`config.mk`:
```
export PLATFORM = sky130hd
export DESIGN_NAME = core_fetch_q
export DESIGN_NICKNAME = d
export VERILOG_FILES = /design/src/rtl/core_pkg.sv /design/src/rtl/core_fetch_fifo.sv /design/src/rtl/core_fetch_q.sv
export SDC_FILE = /design/constraint.sdc
export NUM_CORES = 1
export LEC_CHECK = 0
export BUFFER_PORTS_ARGS = -buffer_cell sky130_fd_sc_hd__buf_2
export CORE_UTILIZATION = 50
export DETAILED_ROUTE_END_ITERATION = 16
export PLACE_DENSITY = 0.66
export SLEW_MARGIN = 25
export SYNTH_ARGS = -nofsm -noshare
export SYNTH_HDL_FRONTEND = slang
export SYNTH_SLANG_ARGS = --single-unit
```
`constraint.sdc`:
```
create_clock -name clk -period 10.61 [get_ports clk]
set_clock_uncertainty 0.05 [all_clocks]
set_input_delay 1.061 -clock clk [delete_from_list [all_inputs] [get_ports clk]]
set_output_delay 1.061 -clock clk [all_outputs]
set_load 0.1 [all_outputs]
```
`src/rtl/core_pkg.sv`:
```
// Shared definitions for the instruction-fetch slice: widths, reset PC and the
// entry handed to decode.
package core_pkg;

    localparam int CORE_XLEN = 32;
    localparam logic [CORE_XLEN-1:0] CORE_PC_START = 32'h0000_0200;

    // One decoded-side queue entry; fields are CORE_XLEN wide, so cores built
    // with a narrower XLEN zero-extend into it.
    typedef struct packed {
        logic [CORE_XLEN-1:0] pc;
        logic [CORE_XLEN-1:0] pc4;
        logic [CORE_XLEN-1:0] instr;
    } fetch_entry_t;

    // Occupancy counters need one extra bit to represent "completely full".
    function automatic int cnt_width(input int depth);
        return $clog2(depth) + 1;
    endfunction

endpackage

```
`src/rtl/core_fetch_fifo.sv`:
```
// Small synchronous FIFO with flush and a first-word-fall-through head; used
// both for the decode queue and for the PCs of requests still in flight.
module core_fetch_fifo
    import core_pkg::*;
#(
    parameter int W     = 32,
    parameter int DEPTH = 4,
    localparam int AW   = $clog2(DEPTH),
    localparam int CW   = cnt_width(DEPTH)
) (
    input  logic          clk,
    input  logic          n_rst,
    input  logic          flush,
    input  logic          push,
    input  logic [W-1:0]  push_data,
    input  logic          pop,
    output logic [W-1:0]  head_data,
    output logic          empty,
    output logic          full,
    output logic [CW-1:0] count
);

    logic [W-1:0]  mem [DEPTH];
    logic [AW-1:0] wr_ptr_reg, wr_ptr_next;
    logic [AW-1:0] rd_ptr_reg, rd_ptr_next;
    logic [CW-1:0] count_reg, count_next;
    logic          do_push, do_pop;

    assign empty   = (count_reg == '0);
    assign full    = (count_reg == CW'(DEPTH));
    assign count   = count_reg;
    assign do_push = push && !flush && !full;
    assign do_pop  = pop && !flush && !empty;

    // Head is read straight from registered storage, so a push is visible
    // on the following cycle without any combinational input-to-output path.
    assign head_data = mem[rd_ptr_reg];

    always_ff @(posedge clk) begin
        if (do_push) begin
            mem[wr_ptr_reg] <= push_data;
        end
    end

    always_comb begin
        wr_ptr_next = wr_ptr_reg;
        rd_ptr_next = rd_ptr_reg;
        count_next  = count_reg;
        if (flush) begin
            wr_ptr_next = '0;
            rd_ptr_next = '0;
            count_next  = '0;
        end else begin
            if (do_push) begin
                wr_ptr_next = wr_ptr_reg + AW'(1);
            end
            if (do_pop) begin
                rd_ptr_next = rd_ptr_reg + AW'(1);
            end
            case ({do_push, do_pop})
                2'b10:   count_next = count_reg + CW'(1);
                2'b01:   count_next = count_reg - CW'(1);
                default: count_next = count_reg;
            endcase
        end
    end

    always_ff @(posedge clk) begin
        if (!n_rst) begin
            wr_ptr_reg <= '0;
            rd_ptr_reg <= '0;
            count_reg  <= '0;
        end else begin
            wr_ptr_reg <= wr_ptr_next;
            rd_ptr_reg <= rd_ptr_next;
            count_reg  <= count_next;
        end
    end

    // Callers size their traffic by credits; a push into a full FIFO is a bug.
    assert property (@(posedge clk) disable iff (!n_rst) !(push && full && !flush));

endmodule

```
`src/rtl/core_fetch_q.sv`:
```
// Fetch PC generator plus in-order L1I request tracking and decode queue,
// with redirect that flushes the queue and kills stale responses.
module core_fetch_q
    import core_pkg::*;
#(
    parameter int              XLEN     = CORE_XLEN,
    parameter logic [XLEN-1:0] PC_START = XLEN'(CORE_PC_START),
    parameter int              QDEPTH   = 4
) (
    input  logic            clk,
    input  logic            n_rst,
    input  logic            redir_val,
    input  logic [XLEN-1:0] redir_addr,
    output logic            ic_req_val,
    output logic [XLEN-1:0] ic_req_addr,
    input  logic            ic_req_rdy,
    input  logic            ic_resp_val,
    input  logic [XLEN-1:0] ic_resp_data,
    output logic            dec_val,
    input  logic            dec_rdy,
    output logic [XLEN-1:0] dec_pc,
    output logic [XLEN-1:0] dec_pc4,
    output logic [XLEN-1:0] dec_instr
);

    localparam int CW = cnt_width(QDEPTH);
    localparam int EW = $bits(fetch_entry_t);

    logic [XLEN-1:0] fetch_pc_reg, fetch_pc_next;
    logic [CW-1:0]   kill_cnt_reg, kill_cnt_next;
    logic            started_reg;

    logic [XLEN-1:0] pcq_head;
    logic            pcq_empty, pcq_full;
    logic [CW-1:0]   pcq_count;

    logic [EW-1:0]   iq_push_data, iq_head;
    logic            iq_empty, iq_full;
    logic [CW-1:0]   iq_count;
    logic            iq_push, iq_pop;

    fetch_entry_t    push_entry, head_entry;
    logic [CW:0]     credit_sum;
    logic            room, req_fire, resp_hit, killing;

    // Killed requests still hold a credit until their response comes back.
    assign credit_sum  = {1'b0, pcq_count} + {1'b0, iq_count};
    assign room        = !pcq_full && !iq_full && (credit_sum < (CW+1)'(QDEPTH));
    assign ic_req_val  = n_rst && started_reg && !redir_val && room;
    assign ic_req_addr = fetch_pc_reg;
    assign req_fire    = ic_req_val && ic_req_rdy;

    assign resp_hit = ic_resp_val && !pcq_empty;
    assign killing  = (kill_cnt_reg != '0);
    assign iq_push  = resp_hit && !killing && !redir_val;
    assign iq_pop   = dec_val && dec_rdy && !redir_val;

    always_comb begin
        push_entry       = '0;
        push_entry.pc    = CORE_XLEN'(pcq_head);
        push_entry.pc4   = CORE_XLEN'(pcq_head + XLEN'(4));
        push_entry.instr = CORE_XLEN'(ic_resp_data);
    end
    assign iq_push_data = push_entry;
    assign head_entry   = fetch_entry_t'(iq_head);

    always_comb begin
        fetch_pc_next = fetch_pc_reg;
        kill_cnt_next = kill_cnt_reg;
        if (redir_val) begin
            fetch_pc_next = {redir_addr[XLEN-1:2], 2'b00};
            // Everything in flight except a response landing this cycle is stale.
            kill_cnt_next = pcq_count - CW'(resp_hit);
        end else begin
            if (req_fire) begin
                fetch_pc_next = fetch_pc_reg + XLEN'(4);
            end
            if (resp_hit && killing) begin
                kill_cnt_next = kill_cnt_reg - CW'(1);
            end
        end
    end

    always_ff @(posedge clk) begin
        if (!n_rst) begin
            fetch_pc_reg <= PC_START;
            kill_cnt_reg <= '0;
            started_reg  <= 1'b0;
        end else begin
            fetch_pc_reg <= fetch_pc_next;
            kill_cnt_reg <= kill_cnt_next;
            started_reg  <= 1'b1;
        end
    end

    // PCs of issued requests, popped in order as the L1I answers.
    core_fetch_fifo #(
        .W     (XLEN),
        .DEPTH (QDEPTH)
    ) u_pc_q (
        .clk       (clk),
        .n_rst     (n_rst),
        .flush     (1'b0),
        .push      (req_fire),
        .push_data (fetch_pc_reg),
        .pop       (ic_resp_val),
        .head_data (pcq_head),
        .empty     (pcq_empty),
        .full      (pcq_full),
        .count     (pcq_count)
    );

    core_fetch_fifo #(
        .W     (EW),
        .DEPTH (QDEPTH)
    ) u_instr_q (
        .clk       (clk),
        .n_rst     (n_rst),
        .flush     (redir_val),
        .push      (iq_push),
        .push_data (iq_push_data),
        .pop       (iq_pop),
        .head_data (iq_head),
        .empty     (iq_empty),
        .full      (iq_full),
        .count     (iq_count)
    );

    assign dec_val   = n_rst && !iq_empty;
    assign dec_pc    = dec_val ? XLEN'(head_entry.pc)    : '0;
    assign dec_pc4   = dec_val ? XLEN'(head_entry.pc4)   : '0;
    assign dec_instr = dec_val ? XLEN'(head_entry.instr) : '0;

endmodule

```
## Word level (Yosys, flattened, before mapping)

Memory sizes are Yosys's and may differ from the RTL's. A register that Yosys moved wholly into a read port is not among the register bits.
Cells that the tools add are included.

| storage, ports and cells | value |
|---|---|
| bits in registers | 50 |
| RAM bits | 512 |
| input port bits | 70 |
| output and inout bits | 130 |
| word-level logic and storage cells | 83 |
| memories kept | 2 |

| operators by class | value |
|---|---|
| $add $sub $neg | 13 |
| $lt $le $gt $ge | 1 |
| equality and inequality tests | 6 |
| multiplexer cells | 18 |
| bitwise operators | 1 |
| reduce and logical (&&, ||, !) cells | 32 |

Memory list:

| name | depth | width | rd ports | clocked after memory_dff | write ports | line | text |
|---|---|---|---|---|---|---|---|
| u_instr_q.mem | 4 | 96 | 1 | 1 | 1 | core_fetch_fifo.sv:23 | `logic [W-1:0] mem [DEPTH];` |
| u_pc_q.mem | 4 | 32 | 1 | 1 | 1 | core_fetch_fifo.sv:23 |  |

Operators by type and width:

| kind | count |
|---|---|
| $mux W32 | 5 |
| $add A32 B3 Y32 const B | 2 |
| $logic_and A1 B1 Y1 | 18 |
| $pmux W3 S2 | 2 |
| $sub A3 B1 Y3 const B | 3 |
| $add A2 B1 Y2 const B | 4 |
| $mux W2 | 4 |
| $reduce_bool A2 Y1 | 4 |
| $add A3 B1 Y3 const B | 2 |
| $eq A3 B3 Y1 const B | 2 |
| $logic_not A1 Y1 | 6 |
| $logic_not A3 Y1 | 2 |
| $mux W3 | 2 |
| $mux W1 | 5 |
| $add A3 B3 Y4 | 1 |
| $eq A2 B1 Y1 const B | 2 |
| $eq A2 B2 Y1 const B | 2 |
| $lt A4 B3 Y1 const B | 1 |
| $reduce_bool A3 Y1 | 1 |
| $sub A3 B1 Y3 | 1 |
| $reduce_or A2 Y1 | 1 |
| $not A1 Y1 | 1 |

## Longest topological paths before layout

| depth | value |
|---|---|
| depth in word-level cells | 9 |
| mapped depth | 13 |
| gate-level depth less buffers | 11 |

## Hierarchy

Synthesis repeated with hierarchy kept, for this count alone.

| unflattened totals | value |
|---|---|
| cells, all modules | 1,231 |
| area total of the unflattened synthesis | 22,738.1 um^2 |

By module, submodules not included:

| module | instances | cells an instance | area an instance (um^2) | seq. area each (um^2) |
|---|---|---|---|---|
| core_fetch_fifo at u_instr_q | 1 | 559 | 14,360.0 | 11,711.2 |
| core_fetch_fifo at u_pc_q | 1 | 224 | 5,139.9 | 4,023.9 |
| core_fetch_q | 1 | 448 | 3,238.1 | 680.7 |

## Worst setup path before layout

No wires, ideal clock.

| path | value |
|---|---|
| path kind | input to register |
| start point | in redir_val |
| end point | mem u_instr_q.mem[0][0] in the netlist's numbering (enable) |
| library setup time | 461 ps |
| arrival time | 4,250 ps |
| data required time | 10,099 ps |
| path slack | 5,849 ps |
| stages on the path | 3 |
| path buffers | 1 |
| cells stage by stage | clkbuf_1 nor4b_1 and2_1 |

| between the ends | value |
|---|---|
| longest elaborated chain between the ends | 6 |

RTL lines:

| what | line | text |
|---|---|---|
| start, declared | core_fetch_q.sv:12 | `input logic redir_val,` |
| $logic_not A1 Y1 * | core_fetch_fifo.sv:32, core_fetch_q.sv:55 |  |
| $logic_and A1 B1 Y1 | core_fetch_q.sv:55 | `assign iq_push = resp_hit && !killing && !redir_val;` |
| $logic_and A1 B1 Y1 * (2 in a row) | core_fetch_fifo.sv:32 | `assign do_push = push && !flush && !full;` |
| $mux W1 * | core_fetch_fifo.sv:40 | `if (do_push) begin` |
| $mux W1 (implied by the code) * | core_fetch_fifo.sv:41 | `mem[wr_ptr_reg] <= push_data;` |
| end, declared | core_fetch_fifo.sv:23 |  |

Mark *: on every way between the ends. The rest lies on a longest branch, timed or not.

==> run metrics <==
Sink Count 540; Final period util 0.415; Lkg Pwr 0.00881 µW; Syn. warnings 0; I/O pins 200; total global routing overflow 0; combinational share of power 0.054; Post-Synthesis Cells 1,196; CP Data Required Time 9500 ps; top cell type's share of synthesized area 0.676; Tot Pwr around 4700 µW; final-report max-slew violation count 0; CTS max path bufs 3; Max Cap Viol 0; CTS tree built; Final HPWL DP 25.5 mm; crit path max fanout 45; H-tree levels 2; final setup vio count 0; synthesis-stage register bit count 540; switching share of power 0.214; Worst Setup End Kind primary output; area grow syn2layout 15.9%; Synth cell types 57; FP Rows 75; Die W ~210 µm; detail-routed via count per cell ~5.7; die area 44,200 µm²; Post-CTS Setup Inserts 0; largest net degree at the start of global routing 94; vias in the first global route 12,000; register share of total power 0.509; crit path DAT 3290 ps; critical path class flop to primary output; Hold Crit Class flop to flop; Tmin final between 4000 and 5000 ps; Most flops, register u_instr_q.mem; Layout Nets 1,481; internal power 3680 µW; post-synthesis area per instance 18.1 µm²; relative slew slack 0.336; Worst-Skew Late Latency about 590 ps; Largest register FFs 368; final number of hold-violating endpoints 0; clock transition at the registers of the reported paths ~60 ps; list of most frequent post-synthesis cells edfxtp_1 (488), mux4_2 (120), and3_1 (100); PwrDens 186 nW/µm²; initial core utilization 0.512; hold bufs inserted after CTS 0; post-place instance area 23,200 µm²; clock power share 0.437; 1st-pass router iterations 5; Core ar. 42,300 µm²; gr usage total 0.206; RSZ-0062 raised after global routing false; DRT Wirelength 44.3 mm; via count 11,500; Seq/Total Area, Yosys 0.724; Initial DRC Count roughly 900; Port Buffers 191; Psw 999 µW; area leader, netlist edfxtp_1; VDD IR-drop max 0.135 mV; clock root buffer clkbuf_16; first-pass GRT wire length 69.0 mm; share of layout cells above drive strength 1 0.305; Startpoint Class flop; post-route ant nets 0; WL/cell 22.0 µm; hold slack around 450 ps; setup ws final 6210 ps; Antenna Cells 0; Post-Place Setup Slack 6030 ps; most frequent cell after synthesis edfxtp_1; Peak Freq 0.227 GHz; TritonCTS buffer count 55; post-synthesis cell area about 22,000 µm²; DIE HEIGHT 210 µm; run status finished, final reports clean; CTS-repair resized insts 0; Main synth FF type edfxtp_1; Area contributors post-synth edfxtp_1 (68%), mux4_2 (12%), dfxtp_1 (4.8%), and3_1 (2.9%), ha_1 (1.0%); post-route cell area 25,100 µm²; Worst Tran Pin Value 996 ps; gpl congestion between 0.7 and 0.8; EDFF count, synth 488; Post-synth ARST share 0; initial antenna violation count 0; # DRC 0; final setup TNS 0 ps
-- final timing paths --
| check | from | endpoint | slack, ps | depth (start not counted) |
|---|---|---|---|---|
| setup reg to reg | flop | u_instr_q.mem[1][56]$_DFFE_PP_ | 7270 | 7 |
| hold / removal | kill_cnt_reg[2]$_SDFFE_PN0P_ | kill_cnt_reg[2]$_SDFFE_PN0P_ | 450 | 2 |
| hold reg to reg | kill_cnt_reg[2]$_SDFFE_PN0P_ | kill_cnt_reg[2]$_SDFFE_PN0P_ | 450 | 2 |
| setup / recovery | flop | dec_pc[14] | 6210 | 4 |
-- stage by stage --
step / instances / utilization
2_1_floorplan: 1201 / -
3_3_place_gp: 1910 / 0.547
3_5_place_dp: 1910 / 0.547
4_1_cts: 2009 / 0.593
5_1_grt: 2010 / 0.594
6_report: 2010 / 0.594
-- placed cells by master (no fill, tap or decap), types with 9 or more instances in the layout --
| cell | count |
|---|---|
| inv_1 | 20 |
| buf_4 | 13 |
| edfxtp_1 | 488 |
| a31oi_1 | 12 |
| o21ai_0 | 19 |
| buf_2 | 191 |
| xnor2_1 | 25 |
| nand3_1 | 21 |
| ha_1 | 18 |
| dfxtp_1 | 48 |
| and3_1 | 100 |
| clkinv_1 | 9 |
| xor2_1 | 21 |
| bufinv_16 | 10 |
| a21oi_1 | 35 |
| mux4_2 | 120 |
| clkbuf_16 | 57 |
| nand2_1 | 40 |
| nand4_1 | 14 |
| nor2_1 | 43 |
-- power by group through the flow --
stage          Combinational (µW)  Sequential [µW]  Clock, µW
3_5_place_dp                  255             2420          0
4_1_cts                       256             2380       2080
2_1_floorplan                 142             2470          0
6_report                      254             2380       2040
3_3_place_gp                  249             2420          0
5_1_grt                       273             2380       2160
-- worst max-delay path, cell delays in order (launching register included) --
cell and delay [ps]:
dfxtp_4 690, buf_4 820, mux4_2 590, and3_1 250
buf_2 310
-- metal layers --
metal | up-vias | routed length [µm] | track usage
met4 | 0 | 880 | 0.0576
li1 | 5164 | - | -
met2 | 347 | 21500 | 0.336
met1 | 5940 | 19500 | 0.287
met5 | - | 0 | 0
met3 | 69 | 2380 | 0.0353
-- area by class of cell --
cell class	instances	area (µm²)
Sequential cell	540	15700
Tap cell	577	722
Inverter	24	90.1
Multi-Input combinational cell	565	5600
Timing Repair Buffer	205	1070
Fill cell	3165	17200
Clock inverter	31	424
Clock buffer	68	1510
-- kinds of logic after synthesis --
kind of cell | synth area share
buffers and inverters | 0.0190
flip-flops | 0.724
multiplexers | 0.129
AND/OR/NAND/NOR | 0.0723
XOR/XNOR | 0.0186
AO/OA/AOI/OAI | 0.0244
other | 0.000173
adder cells (fa/ha/maj) | 0.0122
Power figures use the tool's default switching activity.
